`src/rtl/ddr_init_seq.sv`:
```
// DDR power-up and mode-register init sequencer: CKE bring-up, per-rank MRS chain, ZQCL.
// Define DDR_INIT_RUNTIME_MRS_EN to enable runtime MRS updates once init is done.
module ddr_init_seq #(
  parameter int unsigned NUM_RANKS    = 1,
  parameter int unsigned CAS_DLY      = 4,
  parameter int unsigned WR_DLY       = 10,
  parameter int unsigned RD_DLY       = 13,
  parameter int unsigned AL_DLY       = 0,
  parameter logic [1:0]  BURST_LENGTH = 2'b10,
  parameter int unsigned T_CKE_L      = 10,
  parameter int unsigned T_IS         = 1,
  parameter int unsigned T_XPR        = 5,
  parameter int unsigned T_MRD        = 8,
  parameter int unsigned T_MOD        = 24,
  parameter int unsigned T_ZQ         = 512
) (
  input  logic                 clock_t,
  input  logic                 reset_n,
  output logic                 cke,
  output logic [NUM_RANKS-1:0] cs_sel,
  output logic                 des_rdy,
  output logic                 mrs_rdy,
  output logic                 zqcl_rdy,
  output logic [18:0]          mode_reg,
  output logic [18:0]          mr0,
  output logic                 config_done,
  output logic                 busy,
  input  logic                 upd_req,
  input  logic [2:0]           upd_mr,
  input  logic [14:0]          upd_data,
  output logic                 upd_ack
);

  function automatic int unsigned max2(input int unsigned a, input int unsigned b);
    return (a > b) ? a : b;
  endfunction

  localparam int unsigned T_MAX = max2(max2(max2(T_CKE_L, T_IS), max2(T_XPR, T_MRD)),
                                       max2(T_MOD, T_ZQ));
  localparam int unsigned CNT_W = $clog2(T_MAX) + 1;
  localparam int unsigned RK_W  = (NUM_RANKS > 1) ? $clog2(NUM_RANKS) : 1;

  localparam logic [CNT_W-1:0] TC_CKE = CNT_W'(T_CKE_L - T_IS - 1);
  localparam logic [CNT_W-1:0] TC_IS  = CNT_W'(T_IS);
  localparam logic [CNT_W-1:0] TC_XPR = CNT_W'(T_XPR);
  localparam logic [CNT_W-1:0] TC_MRD = CNT_W'(T_MRD);
  localparam logic [CNT_W-1:0] TC_MOD = CNT_W'(T_MOD);
  localparam logic [CNT_W-1:0] TC_ZQ  = CNT_W'(T_ZQ);
  localparam logic [RK_W-1:0]  LAST_RK = RK_W'(NUM_RANKS - 1);
  localparam logic [NUM_RANKS-1:0] RK_ONE = 1;

  // Mode-register address fields A14:A0
  localparam logic [2:0]  CAS_F = 3'(CAS_DLY - 4);
  localparam logic [2:0]  WR_F  = 3'(WR_DLY - 9);
  localparam logic [3:0]  RD_F  = 4'(RD_DLY - 9);
  localparam logic [1:0]  AL_F  = 2'(AL_DLY);
  localparam logic [14:0] MR0_A = {8'b0, RD_F[3:1], 1'b0, RD_F[0], BURST_LENGTH};
  localparam logic [14:0] MR1_A = {10'b0, AL_F, 2'b0, 1'b1};
  localparam logic [14:0] MR2_A = {9'b0, WR_F, 3'b0};
  localparam logic [14:0] MR4_A = 15'h1800;
  localparam logic [14:0] MR6_A = {2'b0, CAS_F, 10'b0};

  typedef enum logic [3:0] {
    CKE_LOW, CKE_SETUP, XPR_WAIT, MRS_ISSUE, MRS_WAIT,
    MOD_WAIT, ZQCL_ISSUE, ZQ_WAIT, DONE, UPD_ISSUE
  } state_t;

  // Issue order within a rank: MR3, MR6, MR5, MR4, MR2, MR1, MR0
  function automatic logic [2:0] mr_of(input logic [2:0] step);
    case (step)
      3'd0:    return 3'd3;
      3'd1:    return 3'd6;
      3'd2:    return 3'd5;
      3'd3:    return 3'd4;
      3'd4:    return 3'd2;
      3'd5:    return 3'd1;
      default: return 3'd0;
    endcase
  endfunction

  function automatic logic [14:0] mr_field(input logic [2:0] idx);
    case (idx)
      3'd0:    return MR0_A;
      3'd1:    return MR1_A;
      3'd2:    return MR2_A;
      3'd4:    return MR4_A;
      3'd6:    return MR6_A;
      default: return 15'h0;
    endcase
  endfunction

  state_t                 state_q, state_d;
  logic [CNT_W-1:0]       cnt_q, cnt_d;
  logic [2:0]             step_q, step_d;
  logic [RK_W-1:0]        rank_q, rank_d;
  logic                   upd_q, upd_d;
  logic                   ack_q, ack_d;
  logic [2:0]             umr_q, umr_d;
  logic [14:0]            udata_q, udata_d;
  logic                   cke_q, cke_d;
  logic [NUM_RANKS-1:0]   cs_q, cs_d;
  logic                   des_q, des_d;
  logic                   mrs_q, mrs_d;
  logic                   zq_q, zq_d;
  logic [18:0]            mode_q, mode_d;
  logic [18:0]            mr0_q, mr0_d;
  logic                   done_q, done_d;
  logic                   busy_q, busy_d;
  logic                   upd_go;

`ifdef DDR_INIT_RUNTIME_MRS_EN
  assign upd_go  = upd_req;
  assign upd_ack = ack_q;
`else
  logic unused_upd;
  assign upd_go     = 1'b0;
  assign unused_upd = upd_req;
  assign upd_ack    = 1'b0;
`endif

  always_comb begin
    state_d = state_q;
    cnt_d   = cnt_q + 1'b1;
    step_d  = step_q;
    rank_d  = rank_q;
    upd_d   = upd_q;
    ack_d   = 1'b0;
    umr_d   = umr_q;
    udata_d = udata_q;
    case (state_q)
      CKE_LOW:
        if (cnt_q == TC_CKE) begin state_d = CKE_SETUP; cnt_d = '0; end
      CKE_SETUP:
        if (cnt_q == TC_IS) begin state_d = XPR_WAIT; cnt_d = '0; end
      XPR_WAIT:
        if (cnt_q == TC_XPR) begin
          state_d = MRS_ISSUE; cnt_d = '0; step_d = '0; rank_d = '0;
        end
      MRS_ISSUE:
        state_d = (step_q == 3'd6) ? MOD_WAIT : MRS_WAIT;
      MRS_WAIT:
        // Update mode reuses this wait: first pass is the ack cycle, later ones honour tMOD
        if (upd_q) begin
          if (ack_q) begin
            state_d = UPD_ISSUE; cnt_d = '0; rank_d = '0;
          end else if (cnt_q == TC_MOD) begin
            if (rank_q == LAST_RK) begin
              state_d = DONE; upd_d = 1'b0;
            end else begin
              state_d = UPD_ISSUE; cnt_d = '0; rank_d = rank_q + 1'b1;
            end
          end
        end else if (cnt_q == TC_MRD) begin
          state_d = MRS_ISSUE; cnt_d = '0; step_d = step_q + 1'b1;
        end
      MOD_WAIT:
        if (cnt_q == TC_MOD) begin state_d = ZQCL_ISSUE; cnt_d = '0; end
      ZQCL_ISSUE:
        state_d = ZQ_WAIT;
      ZQ_WAIT:
        if (cnt_q == TC_ZQ) begin
          if (rank_q == LAST_RK) begin
            state_d = DONE;
          end else begin
            state_d = MRS_ISSUE; cnt_d = '0; step_d = '0; rank_d = rank_q + 1'b1;
          end
        end
      DONE: begin
        cnt_d = '0;
        if (upd_go) begin
          state_d = MRS_WAIT; upd_d = 1'b1; ack_d = 1'b1;
          umr_d = upd_mr; udata_d = upd_data;
        end
      end
      UPD_ISSUE:
        state_d = MRS_WAIT;
      default:
        state_d = CKE_LOW;
    endcase

    // Outputs are registered images of the next state
    cke_d  = (state_d != CKE_LOW);
    des_d  = (state_d inside {XPR_WAIT, MRS_WAIT, MOD_WAIT, ZQ_WAIT});
    mrs_d  = (state_d inside {MRS_ISSUE, UPD_ISSUE});
    zq_d   = (state_d == ZQCL_ISSUE);
    busy_d = (state_d != DONE);
    done_d = done_q | (state_d == DONE);
    cs_d   = '0;
    if (!ack_d && (state_d inside {MRS_ISSUE, MRS_WAIT, MOD_WAIT, ZQCL_ISSUE, ZQ_WAIT, UPD_ISSUE}))
      cs_d = RK_ONE << rank_d;
    mode_d = '0;
    case (state_d)
      MRS_ISSUE:  mode_d = {1'b0, mr_of(step_d), mr_field(mr_of(step_d))};
      UPD_ISSUE:  mode_d = {1'b0, umr_d, udata_d};
      ZQCL_ISSUE: mode_d = '1;
      default:    mode_d = '0;
    endcase
    mr0_d = mr0_q;
    if (mrs_d && (mode_d[17:15] == 3'd0)) mr0_d = mode_d;
  end

  always_ff @(posedge clock_t or negedge reset_n) begin
    if (!reset_n) begin
      state_q <= CKE_LOW;
      cnt_q   <= '0;
      step_q  <= '0;
      rank_q  <= '0;
      upd_q   <= 1'b0;
      ack_q   <= 1'b0;
      umr_q   <= '0;
      udata_q <= '0;
      cke_q   <= 1'b0;
      cs_q    <= '0;
      des_q   <= 1'b0;
      mrs_q   <= 1'b0;
      zq_q    <= 1'b0;
      mode_q  <= '0;
      mr0_q   <= '0;
      done_q  <= 1'b0;
      busy_q  <= 1'b1;
    end else begin
      state_q <= state_d;
      cnt_q   <= cnt_d;
      step_q  <= step_d;
      rank_q  <= rank_d;
      upd_q   <= upd_d;
      ack_q   <= ack_d;
      umr_q   <= umr_d;
      udata_q <= udata_d;
      cke_q   <= cke_d;
      cs_q    <= cs_d;
      des_q   <= des_d;
      mrs_q   <= mrs_d;
      zq_q    <= zq_d;
      mode_q  <= mode_d;
      mr0_q   <= mr0_d;
      done_q  <= done_d;
      busy_q  <= busy_d;
    end
  end

  assign cke         = cke_q;
  assign cs_sel      = cs_q;
  assign des_rdy     = des_q;
  assign mrs_rdy     = mrs_q;
  assign zqcl_rdy    = zq_q;
  assign mode_reg    = mode_q;
  assign mr0         = mr0_q;
  assign config_done = done_q;
  // busy_q resets high so busy asserts the moment reset_n releases, not one edge later
  assign busy        = busy_q & reset_n;

endmodule

```
`config.mk`:
```
export PLATFORM = sky130hd
export DESIGN_NAME = ddr_init_seq
export DESIGN_NICKNAME = d
export VERILOG_FILES = /design/src/rtl/ddr_init_seq.sv
export SDC_FILE = /design/constraint.sdc
export NUM_CORES = 1
export LEC_CHECK = 0
export CORE_MARGIN = 2
export CORE_UTILIZATION = 45
export CTS_CLUSTER_DIAMETER = 120
export DETAILED_ROUTE_END_ITERATION = 16
export GPL_ROUTABILITY_DRIVEN = 1
export PLACE_DENSITY = 0.75
export SLEW_MARGIN = 20
export SYNTH_ARGS = -nofsm -noshare
export SYNTH_HDL_FRONTEND = slang
export SYNTH_SLANG_ARGS = --single-unit
```
`constraint.sdc`:
```
create_clock -name clock_t -period 3.5 [get_ports clock_t]
set_input_delay 0.525 -clock clock_t [delete_from_list [all_inputs] [get_ports clock_t]]
set_output_delay 0.525 -clock clock_t [all_outputs]
set_load 0.05 [all_outputs]
```
* Word-level counts from Yosys, hierarchy flattened *
Cells that the tools add are included.

word-level totals
  bits in registers = 64
  input port bits = 21
  output and inout port bits = 46
  word-level logic and storage cells = 102

cells by class
  add/sub/neg operators = 3
  equal/unequal tests = 32
  shift operators = 1
  mux-type cells = 41
  bitwise operators = 2
  reductions and logical operators = 9

operator list
  kind                                                                     count
  10-bit 2-to-1 mux                                                        8
  10-bit case mux with 7 select lines                                      1
  13-bit case mux with 4 select lines                                      1
  4-bit case mux with 10 select lines                                      1
  19-bit case mux with 2 select lines                                      1
  4-bit 2-to-1 mux                                                         9
  4-bit by 3-bit equality test with 1-bit output (second input constant)   8
  3-bit 2-to-1 mux                                                         6
  3-bit case mux with 6 select lines                                       1
  4-bit by 2-bit equality test with 1-bit output (second input constant)   4
  4-bit equality test (second input constant)                              4
  3-bit equality test (second input constant)                              4
  1-bit 2-to-1 mux                                                         11
  10-bit by 1-bit adder with 10-bit output (second input constant)         1
  10-bit by 1-bit equality test with 1-bit output (second input constant)  1
  10-bit equality test (second input constant)                             1
  10-bit by 3-bit equality test with 1-bit output (second input constant)  1
  10-bit by 4-bit equality test with 1-bit output (second input constant)  1
  10-bit by 5-bit equality test with 1-bit output (second input constant)  1
  3-bit by 2-bit equality test with 1-bit output (second input constant)   3
  3-bit zero test                                                          3
  3-bit case mux with 3 select lines                                       1
  4-bit nonzero test                                                       2
  3-bit by 1-bit equality test with 1-bit output (second input constant)   2
  other kinds (12)                                                         12

* Longest topological paths before layout *
Gate-level depths: netlist of the first run.

  depth after elaboration = 12
  mapped depth = 9

* Least setup slack after synthesis of the first run *
Ideal clock, no wire load.

  path kind = register -> register
  start point = register cnt_q[5]
  end point = register mr0_q[0], in the netlist mr0[0]
  arrival = 2.371 ns
  data required time = 3.365 ns
  path slack = 0.994 ns
  cell stages (with the launch flop) = 8
  clock period less this slack = 2.506 ns
  cell sequence = dfrtp_1 -> or4_4 -> buf_6 -> nor4_4 -> mux2i_1 -> a31o_1 -> nor4b_4 -> a21oi_1

on the way
  word-level cells in the longest chain between the ends = 10
  elaborated cells on any way between the ends = 39

RTL lines
  what                                             RTL line  RTL
  start: declaration                               93        logic [CNT_W-1:0] cnt_q, cnt_d;
  start signal: assignment                         223       cnt_q <= cnt_d;
  10-bit by 4-bit equality test with 1-bit output  132, 153
  3-bit 2-to-1 mux                                 153       end else if (cnt_q == TC_MRD) begin
  3-bit 2-to-1 mux                                 143       if (upd_q) begin
  3-bit case mux with 3 select lines               130       case (state_q)
  3-bit equality test (tied with other cells)      70        case (step)
  3-bit case mux with 6 select lines               70
  3-bit 2-to-1 mux                                 192       case (state_d)
  3-bit equality test (tied with other cells)      82        case (idx)
  13-bit case mux with 4 select lines              82
  19-bit case mux with 2 select lines              192
  end signal: assignment                           236       mr0_q <= mr0_d;
  end: declaration                                 106       logic [18:0] mr0_q, mr0_d;

Parallel ways exist; a longest one is shown, timed or not. The select of a mux whose other input is x is not followed.
A chain may end at the register's enable or synchronous reset.

* Worst setup path in the final report of the first run *
  start point = register cnt_q[5]
  end point = register mr0_q[14], in the netlist mr0[14]

on the way
  word-level cells in the longest chain between the ends = 9
  elaborated cells on any way between the ends = 33

RTL lines
  what                                             RTL line  RTL
  10-bit by 4-bit equality test with 1-bit output  132, 153
  3-bit 2-to-1 mux                                 153
  3-bit 2-to-1 mux                                 143
  3-bit case mux with 3 select lines               130
  3-bit equality test (tied with other cells)      70
  3-bit case mux with 6 select lines               70
  19-bit case mux with 2 select lines              192
  3-bit zero test                                  199       if (mrs_d && (mode_d[17:15] == 3'd0)) mr0_d = mode_d;
  1-bit logical AND                                199

Parallel ways exist; a longest one is shown, timed or not.

==> results.py, run 1 <==
metrics = {
    "route": {
        "drtIter0Drc": 130,
        "routed_wl_microns": 4900,
        "num_vias": 1882,
        "first_pass_iters": 4,
        "wl_per_cell_microns": 14.3,
        "ant_nets": 0,
        "viasPerCell": 5.47,
        "drc": 0,
    },
    "synth": {
        "ys_seq_area_frac": 0.416,
        "synth_xor_area_frac": 0.0355,
        "synth_compound_gate_area_share": 0.147,
        "synth_cells": 256,
        "synth_simple_gate_area_frac": 0.261,
        "syn-num-nets": 282,
        "ys_ff_latch": 41,
        "yosysMostFrequentCell": "dfrtp_1",
        "ys_top_cells_by_count": "40 x dfrtp_1, 27 x nand2_1, 24 x buf_4",
        "synth_top_family_by_area": "simple AND/OR/NAND/NOR gates",
        "muxShareOfSynthArea": 0.00405,
        "synth-edff-count": 0,
        "yosysTopAreaCellShare": 0.405,
        "syn_area_sq_um": 2470,
        "async_reset_ff_frac": 1.00,
        "synth_warnings": 0,
        "synth_area_leaders": "dfrtp_1 41%, buf_4 7.3%, nand2_1 4.1%, nor2_1 3.3%, a21oi_1 2.8%",
        "ys.flop_type": "dfrtp_1",
        "synthAdderAreaFrac": 0.0253,
        "ys_types": 65,
        "synth_top_area_cell": "dfrtp_1",
        "postSynthAreaPerCell_sq_um": 9.64,
    },
    "global_route": {
        "grt_use_total": 0.170,
        "grt_max_degree": 42,
        "grt_pass1_vias": 1690,
        "grt_pass1_wl_microns": 8300,
        "grt.overflow.total": 0,
        "antenna_found_initial": 0,
    },
    "power_and_ir_drop": {
        "irDropWorstVdd_uv": 223,
        "p_per_area_nw_per_um2": 272,
        "p_total_uw": 778,
        "p_leak_uw": 0.00123,
    },
    "cells_and_area": {
        "synthToLayoutAreaGrowth_pct": 15.9,
        "drive_gt1_frac": 0.0803,
        "final_cells": 344,
        "fin_util": 0.550,
        "fillCellCount": 473,
        "largest_register_ffs": 10,
        "nets": 299,
        "n_antenna_cell": 0,
    },
    "setup_path": {
        "regToRegSetupSlack_ns": 0.72,
        "cp-start-kind": "register",
        "crit_type": "register to register",
        "crit_required_ns": 3.66,
        "critPathSlowestCell": "or4_4",
        "cp_data_arrival_time_ns": 2.94,
        "crit_chain": "or4_4 > nor4_4 > mux2i_1 > a31o_1 > nor4b_4 > a21oi_1",
        "critPathMaxFanout": 7,
        "critPathMaxStageDelay_ns": 0.64,
        "crit_path_end_kind": "register",
    },
    "clocking": {
        "cts_buffers": 5,
        "cts_buffer_depth": 2,
        "clock-root-buffer": "clkbuf_8",
        "postCtsHoldBufs": 0,
        "cts_resized": 0,
        "cts_tree": "built",
        "h-tree-depth": 2,
        "clkSlewWorstSetupHoldPaths_ns": 0.07,
        "cts_setup_buffers": 0,
        "clkSinkCount": 41,
        "clock_latency_ns": 0.28,
    },
    "run_status": {
        "status": "complete, no violations",
    },
    "sta": {
        "finalCritPeriodShare": 0.794,
        "skew_ns": 0.00398,
        "setup_viol": 0,
        "slew_headroom": 0.517,
        "fmax_mhz": 360,
        "maxSlewViolCount": 0,
        "final_hold_viol_count": 0,
        "tightest_slew_ns": 0.719,
        "holdWs_ns": 0.365,
        "setup-tns-final_ns": 0,
        "finalCriticalPeriod_ns": 2.78,
        "rsz0062_at_grt": "no",
    },
    "floorplanning": {
        "io_pins": 67,
        "start_util": 0.474,
        "coreArea_sq_um": 5200,
        "die_y_microns": 78.1,
        "rows": 26,
        "fp.dieW_microns": 78.1,
        "dieArea_sq_um": 6090,
    },
    "placement": {
        "placedCellCount": 336,
        "hpwlAfterDp_microns": 3550,
        "io_buffers": 46,
        "place_congestion": 0.844,
    },
    "run": {
        "cap_viol_max_count": 0,
    },
    "worst_hold_path": {
        "hold_path.class": "input pin to asynchronous set/reset pin",
    },
}
==> power by group <==
part           switching [uW]  total, uW  internal [uW]
logic                    14.3       16.7           2.37
clock network             148        288            140
registers                   0        474            474
total                     163        778            616
==> area by class of cell <==
cell class | count | area [sq um] | area share
inverter | 8 | 30.0 | 0.0105
multi-input combinational | 170 | 1170 | 0.409
clock buffer | 7 | 76.3 | 0.0267
tap | 70 | 87.6 | 0.0306
clock inverter | 1 | 5.00 | 0.00175
timing repair buffer | 47 | 463 | 0.162
sequential | 41 | 1030 | 0.359
==> layout by cell type, fill, tap and decap left out, types with 4 or more instances in the layout <==
master           Yosys  layout
a21oi_1             14      14
ha_1                 5       5
nand4_1              4       4
nand2_1             27      27
nor2_1              22      22
clkdlybuf4s50_1      0      45
inv_1                8       8
and3_1               4       4
nand2b_1             5       5
nand3_1              7       7
dfrtp_1             40      40
nor4bb_1             5       5
xnor2_1              7       7
clkbuf_8             0       5
a21o_1               4       4
nor2b_1              4       4
==> worst max-delay path, delay by kind of cell, from the launching register on <==
kind | cells | cell delay [ns]
muxes | 1 | 0.49
and+or+nand+nor | 3 | 1.34
AOI/OAI and AO/OA | 2 | 0.38
DFF | 1 | 0.44
==> path summary, 6_finish.rpt <==
check                            start     endpoint  depth (start not counted)
max                           cnt_q[5]      mr0[14]                          6
min                            reset_n      mr0[14]                          2
max reg2reg                   cnt_q[5]      mr0[14]                          6
min reg2reg                config_done  config_done                          1
max in group asynchronous      reset_n       busy_q                          2
min in group clock_t       config_done  config_done                          1
==> kinds of logic after synthesis <==
| kind of cell | after synthesis |
|---|---|
| muxes | 1 |
| other | 1 |
| buffers and inverters | 45 |
| adders and majority gates | 5 |
| and+or+nand+nor | 105 |
| xor gates and xnor gates | 10 |
| AOI/OAI and AO/OA | 48 |
| DFF | 41 |
==> layer usage <==
layer  up-vias  global-route usage  part of all wire
li1        912                   -                 -
met1       909               0.232              0.45
met2        56               0.278              0.49
met3         5              0.0414             0.060
met4         0              0.0351            0.0067
met5         -                   0                 0
==> metrics by stage <==
step	setup slack (ns)	area [sq um]
final	0.721	2860
after floorplan	0.994	2470
after detailed placement	0.726	2780
after global placement	0.755	2780
after global routing	0.516	2860
after CTS	0.709	2860
No activity file was read; power rests on OpenSTA's default activity.
==> run 2: changes to the inputs <==
==> constraint.sdc (replaced) <==
create_clock -name clock_t -period 2.8 [get_ports clock_t]
set_input_delay 0.42 -clock clock_t [delete_from_list [all_inputs] [get_ports clock_t]]
set_output_delay 0.42 -clock clock_t [all_outputs]
set_load 0.05 [all_outputs]
==> results.py, run 2 (synthesis gave the netlist of run 1 again) <==
metrics = {
    "run_status": {
        "status": "complete, no violations",
    },
    "route": {
        "ant_nets": 0,
        "routed_wl_microns": 4950,
        "first_pass_iters": 4,
        "num_vias": 1895,
        "drc": 0,
        "wl_per_cell_microns": 14.1,
        "drtIter0Drc": 94,
        "viasPerCell": 5.38,
    },
    "setup_path": {
        "crit_required_ns": 2.96,
        "startpoint": "cnt_q[5]",
        "cp_data_arrival_time_ns": 2.70,
        "cp-start-kind": "register",
        "reg2reg_from": "cnt_q[5]",
        "crit_path_end_kind": "register",
        "crit_type": "register to register",
        "critPathMaxFanout": 7,
    },
    "clocking": {
        "clkSinkCount": 41,
        "h-tree-depth": 2,
        "cts_setup_buffers": 0,
        "clock_latency_ns": 0.29,
        "clock-root-buffer": "clkbuf_8",
        "cts_buffer_depth": 2,
        "clkSlewWorstSetupHoldPaths_ns": 0.07,
        "postCtsHoldBufs": 0,
        "cts_buffers": 5,
        "cts_resized": 0,
        "cts_tree": "built",
    },
    "placement": {
        "placed_area_sq_um": 2840,
        "place_congestion": 0.877,
        "post-place-ws_ns": 0.275,
        "io_buffers": 46,
        "placedCellCount": 344,
        "hpwlAfterDp_microns": 3670,
    },
    "floorplanning": {
        "io_pins": 67,
        "coreArea_sq_um": 5200,
        "rows": 26,
        "fp.dieW_microns": 78.1,
        "start_util": 0.474,
        "die_y_microns": 78.1,
        "dieArea_sq_um": 6090,
    },
    "sta": {
        "rsz0062_at_grt": "no",
        "final_hold_viol_count": 0,
        "skew_ns": 0.00298,
        "maxSlewViolCount": 0,
        "finalCritPeriodShare": 0.907,
        "fin_ws_ns": 0.259,
        "setup_viol": 0,
        "setup-tns-final_ns": 0,
        "slew_headroom": 0.657,
        "tightest_slew_ns": 0.513,
        "finalCriticalPeriod_ns": 2.54,
        "fmax_mhz": 394,
    },
    "cells_and_area": {
        "multiInputGateArea_sq_um": 1170,
        "nets": 307,
        "synthToLayoutAreaGrowth_pct": 19.6,
        "final_common_cell": "clkdlybuf4s50_1",
        "stdcell_area_sq_um": 2950,
        "regArea_sq_um": 1030,
        "largest_register_ffs": 10,
        "drive_gt1_frac": 0.113,
        "final_cells": 352,
        "fillCellCount": 450,
        "final_cell_mix": "44 x clkdlybuf4s50_1, 40 x dfrtp_1, 27 x nand2_1",
        "n_antenna_cell": 0,
    },
    "power_and_ir_drop": {
        "p_sw_uw": 211,
        "p_clk_frac": 0.441,
        "seq_power_share": 0.540,
        "p_per_area_nw_per_um2": 371,
        "p_leak_uw": 0.00128,
        "p_sw_frac": 0.193,
        "irDropWorstVdd_uv": 257,
        "internal_power_uw": 885,
        "p_total_uw": 1100,
        "comb_power_share": 0.019,
    },
    "global_route": {
        "antenna_found_initial": 0,
        "grt_max_degree": 42,
        "grt_use_total": 0.174,
        "grt_pass1_vias": 1784,
        "grt.overflow.total": 0,
        "grt_pass1_wl_microns": 8430,
    },
    "run": {
        "cap_viol_max_count": 0,
    },
    "worst_hold_path": {
        "hold_path.class": "input pin to asynchronous set/reset pin",
    },
}
==> run 2: stage by stage <==
stage / utilization / hold slack [ns]
2_1_floorplan: - / 0.124
3_3_place_gp: 0.545 / 0.447
3_5_place_dp: 0.545 / 0.447
4_1_cts: 0.567 / 0.286
5_1_grt: 0.567 / 0.312
6_report: 0.567 / 0.270
==> run 2: critical path: stages (launching register included) <==
cell and delay (ns):
dfrtp_1 0.44, or4_4 0.64, nor4_4 0.33, mux2i_1 0.29, a31o_1 0.20, nor4b_4 0.37, a21oi_1 0.13
==> run 2: cell type report <==
| cell class | instances | share of cell area |
|---|---|---|
| Clock buffer | 7 | 0.0292 |
| Tap cell | 70 | 0.0297 |
| Multi-Input combinational cell | 170 | 0.397 |
| Sequential cell | 41 | 0.348 |
| Timing Repair Buffer | 55 | 0.176 |
| Inverter | 8 | 0.0102 |
| Clock inverter | 1 | 0.0102 |
==> run 2: power groups by stage <==
stage,sequential (uW),combinational (uW),clock (uW)
after floorplan,604,7.25,0
after global placement,603,21.4,0
after detailed placement,603,21.8,0
after CTS,592,21.7,498
after global routing,592,23.9,515
final,592,20.6,484
==> run 2: routing by layer <==
layer  GRT usage  vias to the layer above  part of all wire
met3      0.0322                        3             0.057
met4      0.0421                        0            0.0055
li1            -                      936                 -
met5           0                        -                 0
met1       0.230                      900              0.45
met2       0.297                       56              0.49
==> run 2: worst paths after layout <==
path	end	slack, ns	cells after the start
worst max register to register	mr0[15]	0.26	6
worst min register to register	config_done	0.47	1
min in group clock_t	config_done	0.47	1
worst max-delay path	mr0[15]	0.26	6
worst min-delay path	mode_reg[0]	0.27	2
max in group asynchronous	busy_q	2.16	2
